<file path="config.mk">
export PLATFORM = sky130hd
export DESIGN_NAME = aes_serial_state_mc
export DESIGN_NICKNAME = d
export VERILOG_FILES = /design/src/rtl/aes_serial_pkg.sv /design/src/rtl/aes_serial_state_mc_mixcol.sv /design/src/rtl/aes_serial_state_mc.sv
export SDC_FILE = /design/constraint.sdc
export NUM_CORES = 1
export LEC_CHECK = 0
export CAP_MARGIN = 0
export CORE_UTILIZATION = 51
export CTS_CLUSTER_SIZE = 12
export DETAILED_ROUTE_END_ITERATION = 8
export GPL_ROUTABILITY_DRIVEN = 0
export PLACE_DENSITY = 0.7
export SYNTH_ARGS = -nofsm -noshare
export SYNTH_HDL_FRONTEND = slang
export SYNTH_SLANG_ARGS = --single-unit
</file>
<file path="constraint.sdc">
create_clock -name clk -period 3.81 [get_ports clk]
set_clock_uncertainty 0.15 [all_clocks]
set_input_delay 0.5715 -clock clk [delete_from_list [all_inputs] [get_ports clk]]
set_output_delay 0.5715 -clock clk [all_outputs]
set_load 0.01 [all_outputs]
</file>
<file path="src/rtl/aes_serial_pkg.sv">
// Shared types and helpers for the masked serial ShiftRows/MixColumns stage.
package aes_serial_pkg;

    localparam int         NUM_BYTES = 16;
    localparam logic [7:0] POLY      = 8'h1B;

    typedef enum logic [1:0] {
        LOAD  = 2'd0,
        MIX   = 2'd1,
        DRAIN = 2'd2
    } state_e;

    // Multiply by x in GF(2^8) modulo x^8 + x^4 + x^3 + x + 1.
    function automatic logic [7:0] xtime(input logic [7:0] b);
        return {b[6:0], 1'b0} ^ (b[7] ? POLY : 8'h00);
    endfunction

    // Byte i = 4c+r lands in column (c-r) mod 4; 2-bit subtraction wraps naturally.
    function automatic logic [3:0] shiftrows_pos(input logic [3:0] idx);
        logic [1:0] c;
        logic [1:0] r;
        c = idx[3:2];
        r = idx[1:0];
        return {2'(c - r), r};
    endfunction

endpackage

</file>
<file path="src/rtl/aes_serial_state_mc_mixcol.sv">
// One share's MixColumns on a single column; row r sits in bits [8r+7:8r].
module aes_mixcolumn_share
    import aes_serial_pkg::*;
(
    input  logic [31:0] col_i,
    output logic [31:0] col_o
);

    logic [7:0] a0, a1, a2, a3;
    logic [7:0] x0, x1, x2, x3;

    assign a0 = col_i[7:0];
    assign a1 = col_i[15:8];
    assign a2 = col_i[23:16];
    assign a3 = col_i[31:24];

    assign x0 = xtime(a0);
    assign x1 = xtime(a1);
    assign x2 = xtime(a2);
    assign x3 = xtime(a3);

    // b_r = 2*a_r ^ 3*a_(r+1) ^ a_(r+2) ^ a_(r+3)
    assign col_o[7:0]   = x0 ^ x1 ^ a1 ^ a2 ^ a3;
    assign col_o[15:8]  = x1 ^ x2 ^ a2 ^ a3 ^ a0;
    assign col_o[23:16] = x2 ^ x3 ^ a3 ^ a0 ^ a1;
    assign col_o[31:24] = x3 ^ x0 ^ a0 ^ a1 ^ a2;

endmodule

</file>
<file path="src/rtl/aes_serial_state_mc.sv">
// Masked byte-serial ShiftRows + MixColumns stage (2 Boolean shares).
// Optional AES_SERIAL_OUT_REFRESH_EN adds port r and re-masks each output byte with it.
module aes_serial_state_mc
    import aes_serial_pkg::*;
#(
    parameter int NUM_SHARES = 2
) (
    input  logic       clk,
    input  logic       rst,
    input  logic [7:0] in0,
    input  logic [7:0] in1,
    input  logic       in_valid,
    output logic       in_ready,
    input  logic       last_round,
    output logic [7:0] out0,
    output logic [7:0] out1,
    output logic       out_valid,
    input  logic       out_ready,
`ifdef AES_SERIAL_OUT_REFRESH_EN
    input  logic [7:0] r,
`endif
    output logic       busy,
    output state_e     dbg_state
);

    if (NUM_SHARES != 2) begin : g_bad_shares
        $error("aes_serial_state_mc supports NUM_SHARES == 2 only");
    end

    // Handshakes: a byte moves when valid && ready at a rising clk edge; a presented
    // out byte is held stable until taken, and in_valid outside LOAD is simply ignored.

    state_e                     state_q, state_d;
    logic [3:0]                 byte_cnt_q, byte_cnt_d;
    logic [1:0]                 col_cnt_q, col_cnt_d;
    logic                       last_round_q, last_round_d;
    logic [NUM_BYTES-1:0][7:0]  st0_q, st0_d;
    logic [NUM_BYTES-1:0][7:0]  st1_q, st1_d;
    logic [7:0]                 out0_q, out0_d;
    logic [7:0]                 out1_q, out1_d;

    logic [7:0]  mask;
    logic [3:0]  wr_pos;
    logic [3:0]  cnt_inc;
    logic [31:0] mc_in0, mc_in1, mc_out0, mc_out1;

`ifdef AES_SERIAL_OUT_REFRESH_EN
    assign mask = r;
`else
    assign mask = 8'h00;
`endif

    assign wr_pos  = shiftrows_pos(byte_cnt_q);
    assign cnt_inc = byte_cnt_q + 4'd1;

    assign mc_in0 = {st0_q[{col_cnt_q, 2'd3}], st0_q[{col_cnt_q, 2'd2}],
                     st0_q[{col_cnt_q, 2'd1}], st0_q[{col_cnt_q, 2'd0}]};
    assign mc_in1 = {st1_q[{col_cnt_q, 2'd3}], st1_q[{col_cnt_q, 2'd2}],
                     st1_q[{col_cnt_q, 2'd1}], st1_q[{col_cnt_q, 2'd0}]};

    aes_mixcolumn_share u_mc_share0 (.col_i(mc_in0), .col_o(mc_out0));
    aes_mixcolumn_share u_mc_share1 (.col_i(mc_in1), .col_o(mc_out1));

    always_comb begin
        state_d      = state_q;
        byte_cnt_d   = byte_cnt_q;
        col_cnt_d    = col_cnt_q;
        last_round_d = last_round_q;
        st0_d        = st0_q;
        st1_d        = st1_q;
        out0_d       = out0_q;
        out1_d       = out1_q;

        case (state_q)
            LOAD: begin
                if (in_valid) begin
                    st0_d[wr_pos] = in0;
                    st1_d[wr_pos] = in1;
                    byte_cnt_d    = cnt_inc;
                    if (byte_cnt_q == 4'd0) begin
                        last_round_d = last_round;
                    end
                    if (byte_cnt_q == 4'd15) begin
                        col_cnt_d = 2'd0;
                        if (last_round_q) begin
                            state_d = DRAIN;
                            out0_d  = st0_d[0] ^ mask;
                            out1_d  = st1_d[0] ^ mask;
                        end else begin
                            state_d = MIX;
                        end
                    end
                end
            end
            MIX: begin
                st0_d[{col_cnt_q, 2'd0}] = mc_out0[7:0];
                st0_d[{col_cnt_q, 2'd1}] = mc_out0[15:8];
                st0_d[{col_cnt_q, 2'd2}] = mc_out0[23:16];
                st0_d[{col_cnt_q, 2'd3}] = mc_out0[31:24];
                st1_d[{col_cnt_q, 2'd0}] = mc_out1[7:0];
                st1_d[{col_cnt_q, 2'd1}] = mc_out1[15:8];
                st1_d[{col_cnt_q, 2'd2}] = mc_out1[23:16];
                st1_d[{col_cnt_q, 2'd3}] = mc_out1[31:24];
                col_cnt_d = col_cnt_q + 2'd1;
                if (col_cnt_q == 2'd3) begin
                    state_d = DRAIN;
                    out0_d  = st0_d[0] ^ mask;
                    out1_d  = st1_d[0] ^ mask;
                end
            end
            DRAIN: begin
                // byte_cnt_q doubles as the drain index; it is 0 on entry from either path.
                if (out_ready) begin
                    byte_cnt_d = cnt_inc;
                    if (byte_cnt_q == 4'd15) begin
                        state_d = LOAD;
                        out0_d  = 8'h00;
                        out1_d  = 8'h00;
                    end else begin
                        out0_d = st0_q[cnt_inc] ^ mask;
                        out1_d = st1_q[cnt_inc] ^ mask;
                    end
                end
            end
            default: begin
                state_d    = LOAD;
                byte_cnt_d = 4'd0;
                col_cnt_d  = 2'd0;
            end
        endcase
    end

    always_ff @(posedge clk) begin
        if (rst) begin
            state_q      <= LOAD;
            byte_cnt_q   <= 4'd0;
            col_cnt_q    <= 2'd0;
            last_round_q <= 1'b0;
            st0_q        <= '0;
            st1_q        <= '0;
            out0_q       <= 8'h00;
            out1_q       <= 8'h00;
        end else begin
            state_q      <= state_d;
            byte_cnt_q   <= byte_cnt_d;
            col_cnt_q    <= col_cnt_d;
            last_round_q <= last_round_d;
            st0_q        <= st0_d;
            st1_q        <= st1_d;
            out0_q       <= out0_d;
            out1_q       <= out1_d;
        end
    end

    assign in_ready  = (state_q == LOAD);
    assign out_valid = (state_q == DRAIN);
    assign out0      = out0_q;
    assign out1      = out1_q;
    assign busy      = !((state_q == LOAD) && (byte_cnt_q == 4'd0));
    assign dbg_state = state_q;

endmodule

</file>
Yosys cells after proc, flatten, opt, wreduce, memory -nomap -nowiden
Index checks and enable logic that the tools add are counted.

Word-level logic and storage cells: 199. Register bits after elaboration: 281. Output and inout port bits: 21. Bits of input ports: 21.

Reduce and logical (&&, ||, !) cells: 17. Equal/unequal tests: 10. Order comparisons: 11. Muxes and demuxes: 78. $add $sub $neg: 3. Bitwise operators: 42.

Operator list (number): bitwise mux 128 bit (10); case mux 128 bit (2 select lines) (2); XOR 8 bit (40); 2-to-1 mux 128 bit (2); 2-to-1 mux 8 bit (27); binary-select mux 8 bit (select 2 bit) (8); binary-select mux 8 bit (select 4 bit) (2); demux 8 bit (select 2 bit) (4); case mux 8 bit (3 select lines) (2); 2-to-1 mux 5 bit (8); demux 8 bit (select 4 bit) (1); < comparator 4 x 5 -> 1 bit, second input constant (6); >= comparator 4 x 1 -> 1 bit, second input constant (5); 2-to-1 mux 2 bit (7); case mux 2 bit (3 select lines) (2); case mux 4 bit (3 select lines) (1); AND reduction 3 bit (3); 2-to-1 mux 4 bit (2); != test 2 x 1 -> 1 bit, second input constant (4); logical AND 1 bit (6); AND reduction 6 bit (1); AND reduction 5 bit (1); adder 4 x 1 -> 4 bit, second input constant (1); == test 2 bit, second input constant (2); other kinds (12) (14).

Depth between registers and ports, before layout
Depth in word-level cells: 14. Gate-level depth with buffers: 13. Mapped depth without buffers: 8.

Hierarchy
From an unflattened synthesis, not the netlist that was laid out.

Cell total of the unflattened synthesis: 2332. Area total of the unflattened synthesis: 20081.8 um^2.

Modules (own cells, without submodules): aes_serial_state_mc (seq. area each 5625.4 um^2, instances 1, cells each 2108, area each 17852.1 um^2); aes_mixcolumn_share (seq. area each 0.0 um^2, instances 2, cells each 112, area each 1114.8 um^2).

Worst setup path after synthesis
Ideal clock, no wire load.

Path kind: register -> register. Start: reg byte_cnt_q[0]. End: reg out0_q[2], in the netlist out0[2]. Cell stages (with the launch flop): 14. Arrival: 3.299 ns. Buffers on the path: 6. Clock period less this slack: 3.575 ns. Library setup time: 0.127 ns. Setup slack: 0.235 ns. Required time: 3.533 ns. Path through: dfxtp_1 > buf_2 > buf_2 > buf_2 > inv_1 > ha_1 > buf_2 > clkbuf_1 > clkbuf_1 > mux4_2 > mux2i_1 > o311ai_0 > a31oi_1 > o211ai_1.

Cells in the longest elaborated chain, start to end: 10. Elaborated cells on any way between the ends: 19. Classes of those cells: add/sub (2); order compare (2); eq/ne (2); mux (11); reduce/logical (2).

Ends and longest elaborated chain: from (decl) (line aes_serial_state_mc.sv:34) `logic [3:0] byte_cnt_q, byte_cnt_d;`; from (signal assigned) (line aes_serial_state_mc.sv:145) `byte_cnt_q <= byte_cnt_d;`; subtractor 2 bit (line aes_serial_pkg.sv:24) `return {2'(c - r), r};`; < comparator 4 x 5 -> 1 bit (not written as such) / >= comparator 4 x 1 -> 1 bit (equally long branches) (line aes_serial_state_mc.sv:77) `st0_d[wr_pos] = in0;`; logical AND 1 bit (not written as such) (line aes_serial_state_mc.sv:77); 2-to-1 mux 8 bit (not written as such) (line aes_serial_state_mc.sv:77); demux 8 bit (select 4 bit) (line aes_serial_state_mc.sv:77); bitwise mux 128 bit (line aes_serial_state_mc.sv:77); 2-to-1 mux 8 bit (line aes_serial_state_mc.sv:85) `if (last_round_q) begin`; 2-to-1 mux 8 bit (line aes_serial_state_mc.sv:83) `if (byte_cnt_q == 4'd15) begin`; 2-to-1 mux 8 bit (line aes_serial_state_mc.sv:76) `if (in_valid) begin`; case mux 8 bit (3 select lines) (line aes_serial_state_mc.sv:74) `case (state_q)`; to (signal assigned) (line aes_serial_state_mc.sv:150) `out0_q <= out0_d;`; to (decl) (line aes_serial_state_mc.sv:39) `logic [7:0] out0_q, out0_d;`.

Parallel ways exist; a longest one is shown, timed or not. The select of a mux whose other input is x is not followed. A chain may end at the register's enable or synchronous reset.

Worst setup path in the final report
Start: reg col_cnt_q[0]. End: reg out1_q[3], in the netlist out1[3].

Cells in the longest elaborated chain, start to end: 14. Elaborated cells on any way between the ends: 46. Classes of those cells: order compare (2); eq/ne (2); mux (20); bitwise (20); reduce/logical (2).

Ends and longest elaborated chain: from (decl) (line aes_serial_state_mc.sv:35) `logic [1:0] col_cnt_q, col_cnt_d;`; from (signal assigned) (line aes_serial_state_mc.sv:146) `col_cnt_q <= col_cnt_d;`; binary-select mux 8 bit (select 2 bit) (line aes_serial_state_mc.sv:59) `st1_q[{col_cnt_q, 2'd1}], st1_q[{col_cnt_q, 2'd0}]};`; 2-to-1 mux 8 bit (not written as such) (line aes_serial_state_mc.sv:59); 2-to-1 mux 5 bit (line aes_serial_pkg.sv:15) `return {b[6:0], 1'b0} ^ (b[7] ? POLY : 8'h00);`; XOR 8 bit (line aes_serial_pkg.sv:15); XOR 8 bit (4 in series) (line aes_serial_state_mc_mixcol.sv:23) `assign col_o[7:0] = x0 ^ x1 ^ a1 ^ a2 ^ a3;`; bitwise mux 128 bit (line aes_serial_state_mc.sv:100) `st1_d[{col_cnt_q, 2'd0}] = mc_out1[7:0];`; bitwise mux 128 bit (line aes_serial_state_mc.sv:101) `st1_d[{col_cnt_q, 2'd1}] = mc_out1[15:8];`; bitwise mux 128 bit (line aes_serial_state_mc.sv:102) `st1_d[{col_cnt_q, 2'd2}] = mc_out1[23:16];`; bitwise mux 128 bit (line aes_serial_state_mc.sv:103) `st1_d[{col_cnt_q, 2'd3}] = mc_out1[31:24];`; 2-to-1 mux 8 bit (line aes_serial_state_mc.sv:105) `if (col_cnt_q == 2'd3) begin`; case mux 8 bit (3 select lines) (line aes_serial_state_mc.sv:74); to (signal assigned) (line aes_serial_state_mc.sv:151) `out1_q <= out1_d;`; to (decl) (line aes_serial_state_mc.sv:40) `logic [7:0] out1_q, out1_d;`.

Parallel ways exist; a longest one is shown, timed or not. The select of a mux whose other input is x is not followed.

==> impl_metrics.py <==
metrics = {
    "finish": {
        "regArea_mm2": 0.00564,
        "drive_gt1_share_pct": 15.9,
        "multi_input_area_mm2": 0.0124,
        "nFillCells": 3022,
        "final_nets": 2139,
        "syn_to_final_growth_pct": 11.9,
        "final_cells": 2590,
    },
    "die": {
        "initial_core_util_pct": 52.3,
        "ios": 42,
        "die_y_um": 194,
        "core_mm2": 0.0359,
        "chipWidth_um": 194,
        "die-area_mm2": 0.0376,
        "num_rows": 69,
    },
    "yosys": {
        "synth_edf_count": 0,
        "yosysSeqAreaShare_pct": 30.0,
        "synthArstFlopShare_pct": 0,
        "avgSynthCellArea_um2": 8.92,
        "yosysUniqueCellTypes": 64,
        "ys_seq_elements": 281,
        "postSynthCellCount": 2105,
        "synth-main-ff-cell": "dfxtp_1",
        "syn-cell-area_mm2": 0.0188,
        "syn-num-nets": 2139,
        "yosys_warnings": 0,
    },
    "clocking": {
        "cts_setup_buffers": 0,
        "cts_tree": "built",
        "clk_pin_slew_worst_paths_ns": 0.06,
        "cts-root-buf": "clkbuf_16",
        "clk_latency_ns": 0.59,
        "htreeDepth": 1,
        "ctsLongestPathBuffers": 3,
        "clock_sinks": 281,
        "cts_made_buffers": 31,
        "cts_resized": 0,
        "cts_hold_buf": 0,
    },
    "placed_design": {
        "dp.cells": 2533,
        "dp_hpwl_mm": 45.9,
        "io_buffers": 41,
    },
    "worst_setup_path": {
        "worst-setup-path-type": "flip-flop to flip-flop",
        "cp.required_ns": 4.09,
        "worst-path-max-fanout": 25,
        "critPathArrivalTime_ns": 3.77,
        "endpoint_kind": "flip-flop",
        "cp-start-kind": "flip-flop",
    },
    "sta": {
        "setup_viol": 0,
        "post-route-min-period_ns": 3.49,
        "rsz0062_at_grt": "false",
        "tns_ns": 0,
        "worstMarginPinSlew_ns": 1.12,
        "hold_viol_final": 0,
        "finalMaxSlewViolations": 0,
        "fmax_ghz": 0.286,
        "relSlewSlack_pct": 25.3,
        "finalCritPeriodShare_pct": 91.7,
    },
    "grt": {
        "grt_pass1_vias": 16700,
        "grt-ovfl-total": 0,
        "antenna_found_initial": 3,
        "grt_pass1_wl_mm": 107,
        "grt_usage_pct": 38.0,
        "grt_start_max_net_pins": 146,
    },
    "drt": {
        "vias": 17900,
        "postRouteWirelength_mm": 72.1,
        "firstDrtPassIters": 5,
        "ant_nets": 0,
        "wl_per_cell_um": 27.8,
        "drc": 0,
        "vias_per_cell": 6.89,
        "drtIter0Drc": 2993,
    },
    "pwr": {
        "p_per_area_mw_per_mm2": 721,
        "peakVddDrop_uv": 497,
        "total_power_w": 0.0151,
        "total_leakage_power_nw": 7.44,
    },
    "flow_run": {
        "max_cap_violations": 0,
    },
    "outcome": {
        "status": "completed",
    },
    "worst_hold_path": {
        "min_path_type": "flip-flop to flip-flop",
    },
}
[final cells by class]
class | count | share of cell area [%]
diodes | 2 | 0.0238
clock buffers | 46 | 4.45
repair buffers | 142 | 6.24
flip-flops and latches | 281 | 26.8
clock inverters | 9 | 0.334
inverters | 14 | 0.250
multi-input cells | 1635 | 59.1
well taps | 461 | 2.75
[flip-flops by register name (all words and copies together), names as in the netlist]
register and cells:
st0_q 128, st1_q 128, out0 8, out1 8, byte_cnt_q 4, col_cnt_q 2, dbg_state 2, last_round_q 1
[cell usage after synthesis (20+ instances only)]
cell,count,share of area [%]
mux4_2,119,14
nor2_1,519,10
nand2_1,81,1.6
clkbuf_1,135,2.7
xnor2_1,34,1.6
nor3_1,418,11
a211oi_1,25,1.0
xnor3_1,63,7.6
o21ai_0,73,1.9
a21oi_1,32,0.85
xor3_1,20,2.5
dfxtp_1,281,30
nor2b_1,20,0.67
[critical path: stages (launching register included)]
cell      delay (ns)
dfxtp_4         0.75
buf_12          0.27
ha_1            0.21
inv_1           0.06
a221oi_1        0.42
and2_1          0.49
nand2b_1        0.57
o22ai_1         0.33
a211oi_2        0.05
[path summary, 6_finish.rpt]
path	slack [ns]	cells after the start	end	start
hold / removal	0.33	2	out1[2]	out1[2]
hold reg to reg	0.33	2	out1[2]	out1[2]
setup / recovery	0.32	8	out1[3]	col_cnt_q[0]
setup reg to reg	0.32	8	out1[3]	col_cnt_q[0]
[power by group]
part / total [W] / switching, W / internal, W / leakage [nW]
logic: 0.00832 / 0.00470 / 0.00363 / 4.66
registers: 0.00373 / 0.000408 / 0.00332 / 2.27
clock network: 0.00307 / 0.00132 / 0.00175 / 0.503
[layer usage]
metal | vias up | GRT usage, % | share of wire, %
met5 | - | 0 | 0.046
met4 | 4 | 21.1 | 6.1
met3 | 322 | 11.0 | 15
met2 | 1556 | 54.9 | 42
met1 | 8448 | 51.2 | 37
li1 | 7528 | - | -
[layout by cell type (no fill, tap or decap), drive strengths merged, types with 5 or more instances in the layout]
master and instances:
nor2 519, nor3 418, dfxtp 281, mux4 122
buf 101, nand2 81, o21ai 78, xnor3 64
xnor2 50, clkbuf 47, clkdlybuf4s50 40, a21oi 32
a211oi 29, xor3 21, xor2 21, nor2b 20
mux2i 17, a21o 16, inv 14, and2 14
ha 13, nand2b 11, a2111oi 11, o22ai 11
mux2 10, clkinv 8, nand3 7, and3 7
nand4 7, o311a 6, a221oi 5, nor4 5
[cell families after synthesis]
group | count (synthesis) | synth area share, %
compound gates | 218 | 7.71
xor+xnor | 156 | 14.8
fa+ha+maj | 13 | 0.867
buf+inv | 189 | 4.55
flops | 281 | 30.0
mux | 149 | 16.3
simple gates | 1099 | 25.9
[stage by stage]
step | setup slack, ns | area [um^2] | util (%) | hold WS (ns)
global placement | 0.429 | 20000 | 55.6 | 0.307
global route | 0.170 | 21000 | 58.4 | 0.351
finish | 0.317 | 21000 | 58.5 | 0.330
CTS | 0.382 | 21000 | 58.4 | 0.329
floorplan | 0.235 | 18800 | - | 0.323
detailed placement | 0.412 | 20000 | 55.6 | 0.320
No activity file was read; power rests on OpenSTA's default activity.
